==> src/rtl/gate_exerciser.sv <==
// gate_exerciser: sweeps A/B over a two-input gate unit and checks its AND/OR/NOT-A outputs.
module gate_exerciser #(
  parameter int SETTLE_CYCLES = 2,
  parameter int PASSES        = 1,
  parameter int ERR_W         = 8
) (
  input  logic             i_clk,
  input  logic             i_reset_n,
  input  logic             i_start,
  output logic             o_drv_a,
  output logic             o_drv_b,
  input  logic             i_dut_and,
  input  logic             i_dut_or,
  input  logic             i_dut_not,
  output logic             o_busy,
  output logic             o_done,
  output logic             o_pass,
  output logic [ERR_W-1:0] o_err_count,
  output logic [1:0]       o_first_fail_vec,
  output logic             o_first_fail_valid
);
  localparam int SW = SETTLE_CYCLES > 1 ? $clog2(SETTLE_CYCLES) : 1;
  localparam int PW = PASSES > 1 ? $clog2(PASSES) : 1;
  localparam logic [SW-1:0] SETTLE_LAST = SW'(SETTLE_CYCLES - 1);
  localparam logic [PW-1:0] PASS_LAST   = PW'(PASSES - 1);
  typedef enum logic [1:0] {IDLE, SETTLE, CHECK, DONE} state_t;
  state_t r_state, w_next;
  logic [1:0]       r_vec;
  logic [SW-1:0]    r_settle;
  logic [PW-1:0]    r_pass_cnt;
  logic [ERR_W-1:0] r_err;
  logic             r_pass;
  logic [1:0]       r_ff_vec;
  logic             r_ff_valid;
  logic             w_fail;
  assign w_fail = (i_dut_and != (r_vec[1] & r_vec[0])) |
                  (i_dut_or  != (r_vec[1] | r_vec[0])) |
                  (i_dut_not != ~r_vec[1]);
  always_ff @(posedge i_clk or negedge i_reset_n)
    if (!i_reset_n) r_state <= IDLE;
    else            r_state <= w_next;
  always_comb begin
    w_next = r_state;
    case (r_state)
      IDLE:    w_next = i_start ? SETTLE : IDLE;
      SETTLE:  w_next = (r_settle == SETTLE_LAST) ? CHECK : SETTLE;
      CHECK:   w_next = (r_vec == 2'd3 && r_pass_cnt == PASS_LAST) ? DONE : SETTLE;
      default: w_next = IDLE;
    endcase
  end
  always_comb begin
    o_busy = r_state != IDLE;
    o_done = r_state == DONE;
  end
  // vec only advances when another SETTLE follows, so the drive lines park on 11 after a run
  always_ff @(posedge i_clk or negedge i_reset_n)
    if (!i_reset_n) begin
      r_vec      <= '0;
      r_settle   <= '0;
      r_pass_cnt <= '0;
      r_err      <= '0;
      r_pass     <= 1'b0;
      r_ff_vec   <= '0;
      r_ff_valid <= 1'b0;
    end else begin
      if (r_state == IDLE && i_start) begin
        r_vec      <= '0;
        r_settle   <= '0;
        r_pass_cnt <= '0;
        r_err      <= '0;
        r_pass     <= 1'b0;
        r_ff_vec   <= '0;
        r_ff_valid <= 1'b0;
      end
      if (r_state == SETTLE) r_settle <= r_settle + 1'b1;
      if (r_state == CHECK) begin
        r_settle <= '0;
        if (w_fail) begin
          if (r_err != '1) r_err <= r_err + 1'b1;
          if (!r_ff_valid) begin
            r_ff_vec   <= r_vec;
            r_ff_valid <= 1'b1;
          end
        end
        if (w_next == SETTLE) begin
          r_vec <= r_vec + 1'b1;
          if (r_vec == 2'd3) r_pass_cnt <= r_pass_cnt + 1'b1;
        end
      end
      if (r_state == DONE) r_pass <= (r_err == '0);
    end
  assign o_drv_a            = r_vec[1];
  assign o_drv_b            = r_vec[0];
  assign o_pass             = r_pass;
  assign o_err_count        = r_err;
  assign o_first_fail_vec   = r_ff_vec;
  assign o_first_fail_valid = r_ff_valid;
endmodule

==> config.mk <==
export PLATFORM = sky130hd
export DESIGN_NAME = gate_exerciser
export DESIGN_NICKNAME = d
export VERILOG_FILES = /design/src/rtl/gate_exerciser.sv
export SDC_FILE = /design/constraint.sdc
export NUM_CORES = 1
export LEC_CHECK = 0
export CORE_MARGIN = 5
export CORE_UTILIZATION = 39
export CTS_CLUSTER_SIZE = 20
export DETAILED_ROUTE_END_ITERATION = 12
export HOLD_SLACK_MARGIN = 0.1
export MAX_ROUTING_LAYER = met4
export SLEW_MARGIN = 10
export SYNTH_ARGS = -nofsm -noshare
export SYNTH_HDL_FRONTEND = slang
export SYNTH_SLANG_ARGS = --single-unit
export TNS_END_PERCENT = 1
==> constraint.sdc <==
create_clock -name i_clk -period 3.5 [get_ports i_clk]
set_clock_uncertainty 0.05 [all_clocks]
set_input_delay 0.35 -clock i_clk [delete_from_list [all_inputs] [get_ports i_clk]]
set_output_delay 0.35 -clock i_clk [all_outputs]
set_load 0.01 [all_outputs]
== Word level (Yosys, flattened, before mapping) ==
Index checks and enable logic that the tools add are counted.

* Register bits: 18
* Bits in latches: 0
* Bits in writable memories: 0
* Bits in read-only memories: 0
* Memories kept: 0

* Add/sub/neg operators: 4
* Multipliers: 0
* Div/mod/pow operators: 0
* Magnitude comparators: 0
* Equal/unequal tests: 9
* Shifts and indexed selects: 0
* Multiplexer cells: 27
* Bitwise gates (word level): 6
* Reduce and logical (&&, ||, !) cells: 7

{| class="wikitable"
|+ Operator list
! operator !! count
|-
| 8-bit 2-to-1 mux || 4
|-
| 2-bit 2-to-1 mux || 9
|-
| 1-bit 2-to-1 mux || 13
|-
| 8-bit by 1-bit adder with 8-bit output, second input constant || 1
|-
| 8-bit logical NOT || 1
|-
| 8-bit inequality test, second input constant || 1
|-
| 2-bit equality test, second input constant || 3
|-
| 2-bit one-hot mux with 3 select lines || 1
|-
| 2-bit by 1-bit equality test with 1-bit output, second input constant || 2
|-
| 2-bit nonzero test || 2
|-
| 1-bit inequality test || 3
|-
| 1-bit OR || 3
|-
| 3-bit nonzero test || 1
|-
| 1-bit adder, second input constant || 2
|-
| 2-bit by 1-bit adder with 2-bit output, second input constant || 1
|-
| 1-bit logical AND || 2
|-
| 2-bit logical NOT || 1
|-
| 1-bit inverter || 2
|-
| 1-bit bitwise AND || 1
|}

== Logic depth before layout (Yosys ltp) ==
* Depth after elaboration: 7
* Gate-level depth with buffers: 6

== Worst setup path after synthesis ==
OpenSTA, ideal clock, no wires.

* Path type: register to register
* Start point: reg r_vec[1]
* End point: reg r_err[2], in the netlist o_err_count[2]
* Data arrival time: 1608 ps
* Setup slack: 1716 ps
* Cell stages (with the launch flop): 7
* Path buffers: 0
* Period minus slack after synthesis: 1784 ps
* Cell sequence: dfrtp_1 -> inv_1 -> ha_1 -> xor2_1 -> a31oi_2 -> a21oi_2 -> a221o_1

* Word-level cells in the longest chain between the ends: 6

{| class="wikitable"
|+ Ends and longest elaborated chain
! element !! RTL line !! text
|-
| start, declared || 28 || <nowiki>logic [1:0] r_vec;</nowiki>
|-
| start signal, assigned || 86 || <nowiki>r_vec <= r_vec + 1'b1;</nowiki>
|-
| 1-bit bitwise AND or 1-bit OR (tied branches) || 36, 37 ||
|-
| 1-bit inequality test (on tied branches) || 36, 37 ||
|-
| 1-bit OR || 36 || <nowiki>assign w_fail = (i_dut_and != (r_vec[1] & r_vec[0])) |</nowiki>
|-
| 1-bit OR * || 37 || <nowiki>(i_dut_or != (r_vec[1] | r_vec[0])) |</nowiki>
|-
| 8-bit 2-to-1 mux * || 78 || <nowiki>if (w_fail) begin</nowiki>
|-
| 8-bit 2-to-1 mux * || 76 || <nowiki>if (r_state == CHECK) begin</nowiki>
|-
| end signal, assigned || 79 || <nowiki>if (r_err != '1) r_err <= r_err + 1'b1;</nowiki>
|-
| end, declared || 31 || <nowiki>logic [ERR_W-1:0] r_err;</nowiki>
|}

Every way passes the cells marked *; elsewhere a longest branch is shown, timed or not.
A chain may end at the register's enable or synchronous reset.

== Final worst setup path ==
* Start point: reg r_state[1]
* End point: out o_done

* Word-level cells in the longest chain between the ends: 1

{| class="wikitable"
|+ Ends and longest elaborated chain
! element !! RTL line !! text
|-
| start, declared || 27 || <nowiki>state_t r_state, w_next;</nowiki>
|-
| start signal, assigned || 41 || <nowiki>else r_state <= w_next;</nowiki>
|-
| 2-bit equality test || 53 || <nowiki>o_done = r_state == DONE;</nowiki>
|-
| end, declared || 16 || <nowiki>output logic o_done,</nowiki>
|}

No other way between the ends.

==> flow_results.xml <==
<?xml version="1.0" encoding="UTF-8"?>
<metrics>
  <group name="status">
    <metric name="run_status" unit="">finished, final reports clean</metric>
  </group>
  <group name="grt">
    <metric name="groute.usage.overall" unit="">0.144</metric>
    <metric name="grt.overflow.total" unit="">0</metric>
    <metric name="grt_pass1_vias" unit="">882</metric>
    <metric name="antenna_violations_before_repair" unit="">0</metric>
    <metric name="grt_start_max_net_pins" unit="">19</metric>
    <metric name="first_pass_grt_wire_length" unit="um">3900</metric>
  </group>
  <group name="routing">
    <metric name="routed_via_density" unit="">5.56</metric>
    <metric name="routed-via-count" unit="">867</metric>
    <metric name="drt_first_pass_iters" unit="">5</metric>
    <metric name="highest_layer" unit="">met4</metric>
    <metric name="routed-wl-met3" unit="um">114</metric>
    <metric name="met1_length" unit="um">1030</metric>
    <metric name="ant_nets" unit="">0</metric>
    <metric name="route.final.wire_length" unit="um">2220</metric>
    <metric name="initialDrtViolationCount" unit="">25</metric>
    <metric name="routed_wire_length_per_instance" unit="um">14.2</metric>
    <metric name="total_met2_wirelength_after_detailed_routing" unit="um">1060</metric>
    <metric name="detail_route.drc_violations" unit="">0</metric>
  </group>
  <group name="power">
    <metric name="power_density" unit="mW/mm^2">652</metric>
    <metric name="leakagePower" unit="nW">0.549</metric>
    <metric name="design_power_total" unit="uW">839</metric>
    <metric name="vdd.ir_drop.worst" unit="mV">0.395</metric>
  </group>
  <group name="logic_synthesis">
    <metric name="synth-edff-count" unit="">0</metric>
    <metric name="synthFlopType" unit="">sky130_fd_sc_hd__dfrtp_1</metric>
    <metric name="postSynth.asyncResetShare" unit="">1.00</metric>
    <metric name="synth_compound_area_frac" unit="">0.167</metric>
    <metric name="synthesis.yosys.warnings" unit="">0</metric>
    <metric name="synth-seq-area-share" unit="">0.447</metric>
    <metric name="synthesis.nets" unit="">112</metric>
    <metric name="ys_ff_latch" unit="">18</metric>
    <metric name="synth.cell_area" unit="sq mm">0.00101</metric>
    <metric name="syn_area_per_cell" unit="sq um">9.89</metric>
    <metric name="synthCells" unit="">102</metric>
    <metric name="synth_top_family_by_area" unit="">simple AND/OR/NAND/NOR gates</metric>
    <metric name="simple_logic_cell_fraction_of_the_synthesized_area" unit="">0.218</metric>
    <metric name="synth-xor-area-share" unit="">0.0347</metric>
    <metric name="yosys.area_share.adder" unit="">0.0496</metric>
    <metric name="synth.mux.area_fraction" unit="">0.0521</metric>
    <metric name="synth_cell_type_count" unit="">36</metric>
  </group>
  <group name="finish">
    <metric name="core_occupancy_in_the_finished_layout" unit="">0.520</metric>
    <metric name="layout.cells.most_common" unit="">sky130_fd_sc_hd__clkdlybuf4s50_1</metric>
    <metric name="fillCellCount" unit="">243</metric>
    <metric name="synthToLayoutAreaGrowth" unit="%">27.7</metric>
    <metric name="post_route_cells_drive_above_1_share" unit="">0.0794</metric>
    <metric name="fin_nets" unit="">137</metric>
    <metric name="area.sequential" unit="sq um">450</metric>
    <metric name="diodes_inserted" unit="">0</metric>
    <metric name="multi_input_comb_area" unit="sq um">527</metric>
    <metric name="final_cell_mix" unit="">21 x sky130_fd_sc_hd__clkdlybuf4s50_1, 18 x sky130_fd_sc_hd__dfrtp_1, 9 x sky130_fd_sc_hd__nor2_1, 7 x sky130_fd_sc_hd__inv_1, 7 x sky130_fd_sc_hd__nand2_1</metric>
  </group>
  <group name="clock_tree">
    <metric name="clk_root_buffer_cell" unit="">sky130_fd_sc_hd__clkbuf_4</metric>
    <metric name="cts.path.max_buffers" unit="">2</metric>
    <metric name="hold_buffers" unit="">0</metric>
    <metric name="clock_insertion_delay_worst_skew" unit="ns">0.29</metric>
    <metric name="ctsResizeCount" unit="">0</metric>
    <metric name="numClockSinks" unit="">18</metric>
    <metric name="h-tree-depth" unit="">1</metric>
    <metric name="cts-buffers-inserted" unit="">3</metric>
    <metric name="clk_transition_reported_paths" unit="ns">0.11</metric>
    <metric name="cts_tree" unit="">done</metric>
    <metric name="post_cts.repair.setup_buffers" unit="">0</metric>
  </group>
  <group name="floorplan">
    <metric name="floorplan.io_pins" unit="">22</metric>
    <metric name="core_area" unit="sq mm">0.00248</metric>
    <metric name="die_x" unit="um">60.9</metric>
    <metric name="num_rows" unit="">18</metric>
    <metric name="floorplan.die_area" unit="sq mm">0.00370</metric>
    <metric name="floorplan.initialDensity" unit="">0.407</metric>
    <metric name="fp.dieH" unit="um">60.9</metric>
  </group>
  <group name="critical_path">
    <metric name="crit_path_top_delay_cell" unit="">sky130_fd_sc_hd__dfrtp_1</metric>
    <metric name="worst_setup_end_kind" unit="">output pin</metric>
    <metric name="launching_point_of_the_worst_reg2reg_path" unit="">r_vec[1]</metric>
    <metric name="path_delay_family" unit="">flip-flops</metric>
    <metric name="crit_start" unit="">r_state[1]</metric>
    <metric name="slowest_delay" unit="ns">0.59</metric>
    <metric name="critPathCapture" unit="">o_done</metric>
    <metric name="crit_path_max_fanout" unit="">11</metric>
    <metric name="crit_cells" unit="">2</metric>
    <metric name="setup.worst_path.class" unit="">flip-flop to output pin</metric>
    <metric name="r2r_cells" unit="">5</metric>
    <metric name="timing.critical_path.from_type" unit="">flip-flop</metric>
    <metric name="cell_chain_of_the_critical_path" unit="">and2_1, clkdlybuf4s50_1</metric>
    <metric name="reg2reg_to" unit="">o_err_count[5]</metric>
    <metric name="r2r_setup_slack" unit="ns">1.59</metric>
    <metric name="crit_arrival" unit="ns">1.71</metric>
    <metric name="critPathRequiredTime" unit="ns">3.10</metric>
    <metric name="cp_num_buf_inv" unit="">1</metric>
  </group>
  <group name="sta">
    <metric name="timing_worst_slew_pin_value" unit="ns">0.834</metric>
    <metric name="fin_tns_setup" unit="ns">0</metric>
    <metric name="final.period_utilization" unit="">0.602</metric>
    <metric name="max-slew-margin-rel" unit="">0.442</metric>
    <metric name="unrepaired_setup_endpoints_after_global_routing" unit="">no</metric>
    <metric name="fin_hold_ws" unit="ns">0.450</metric>
    <metric name="final_setup_violations" unit="">0</metric>
    <metric name="timing.final.hold_violations" unit="">0</metric>
    <metric name="layout_min_cycle_time" unit="ns">2.11</metric>
    <metric name="timing_max_transition_violations_final" unit="">0</metric>
    <metric name="fmax" unit="MHz">475</metric>
  </group>
  <group name="flow_run">
    <metric name="drv_cap" unit="">0</metric>
  </group>
  <group name="place">
    <metric name="place_hpwl" unit="um">1680</metric>
    <metric name="globalplace.congestion" unit="">0.789</metric>
    <metric name="buffer_ports.inserted" unit="">21</metric>
  </group>
  <group name="min_path">
    <metric name="hold_path.class" unit="">flip-flop to flip-flop</metric>
    <metric name="worst_hold_startpoint" unit="">r_pass_cnt</metric>
  </group>
</metrics>
-- how the worst min path moves through the flow --
stage | end | slack, ns | cells after the start
after CTS | r_pass_cnt | 0.45 | 1
after detailed placement | r_pass_cnt | 0.43 | 1
after global routing | r_pass_cnt | 0.48 | 1
after floorplan | o_err_count[0] | 0.004 | 0
after global placement | r_pass_cnt | 0.42 | 1
final | r_pass_cnt | 0.45 | 1
-- cells by family after synthesis --
group                    after synthesis
AND/OR/NAND/NOR                       41
XOR/XNOR                               4
AO/OA/AOI/OAI                         22
flip-flops                            18
buffers and inverters                  8
adder cells (fa/ha/maj)                4
multiplexers                           5
-- cell type report --
class,count,share of cell area
multi-input combinational,76,0.409
inverter,7,0.0204
clock buffer,4,0.0282
tap,30,0.0292
timing repair buffer,21,0.163
sequential,18,0.350
-- state kept, by name (all words and copies together), names as in the netlist --
register            cells
r_pass_cnt              1
o_pass                  1
o_first_fail_vec        2
o_first_fail_valid      1
o_err_count             8
r_settle                1
r_vec                   2
r_state                 2
-- layer usage --
layer  GRT usage  vias to the layer above
li1            -                      417
met1       0.183                      417
met2       0.234                       31
met3      0.0255                        2
met4      0.0464                        0
met5           -                        -
-- per-stage QoR --
stage | instances | area [sq um] | setup WS [ns]
2_1_floorplan | 102 | 1010 | 1.72
3_3_place_gp | 152 | 1250 | 1.57
3_5_place_dp | 152 | 1250 | 1.53
4_1_cts | 156 | 1290 | 1.35
5_1_grt | 156 | 1290 | 1.29
6_report | 156 | 1290 | 1.39
-- synth_stat cells, types with 2 or more instances --
cell                        n  area (sq um)
sky130_fd_sc_hd__mux2_2     2          22.5
sky130_fd_sc_hd__mux2i_1    3          30.0
sky130_fd_sc_hd__nand2_1    7          26.3
sky130_fd_sc_hd__and2_1     3          18.8
sky130_fd_sc_hd__xnor2_1    2          17.5
sky130_fd_sc_hd__nand4_1    2          12.5
sky130_fd_sc_hd__xor2_1     2          17.5
sky130_fd_sc_hd__nand2b_1   2          12.5
sky130_fd_sc_hd__nor2_1     9          33.8
sky130_fd_sc_hd__a221o_1    3          30.0
sky130_fd_sc_hd__dfrtp_1   18           450
sky130_fd_sc_hd__a21oi_1    2          10.0
sky130_fd_sc_hd__and3_1     2          12.5
sky130_fd_sc_hd__nor4b_1    2          17.5
sky130_fd_sc_hd__nand3_1    5          25.0
sky130_fd_sc_hd__inv_1      7          26.3
sky130_fd_sc_hd__ha_1       4          50.1
sky130_fd_sc_hd__nor2b_1    2          12.5
sky130_fd_sc_hd__o21ai_0    4          20.0
sky130_fd_sc_hd__nor3_1     3          15.0
sky130_fd_sc_hd__a22o_1     3          26.3
-- power breakdown --
part	leakage (nW)	switching, mW	internal [mW]
logic	0.286	0.182	0.194
clock network	0.0210	0.0688	0.0633
registers	0.243	0.0711	0.259
total	0.549	0.322	0.517
Power figures use the tool's default switching activity.
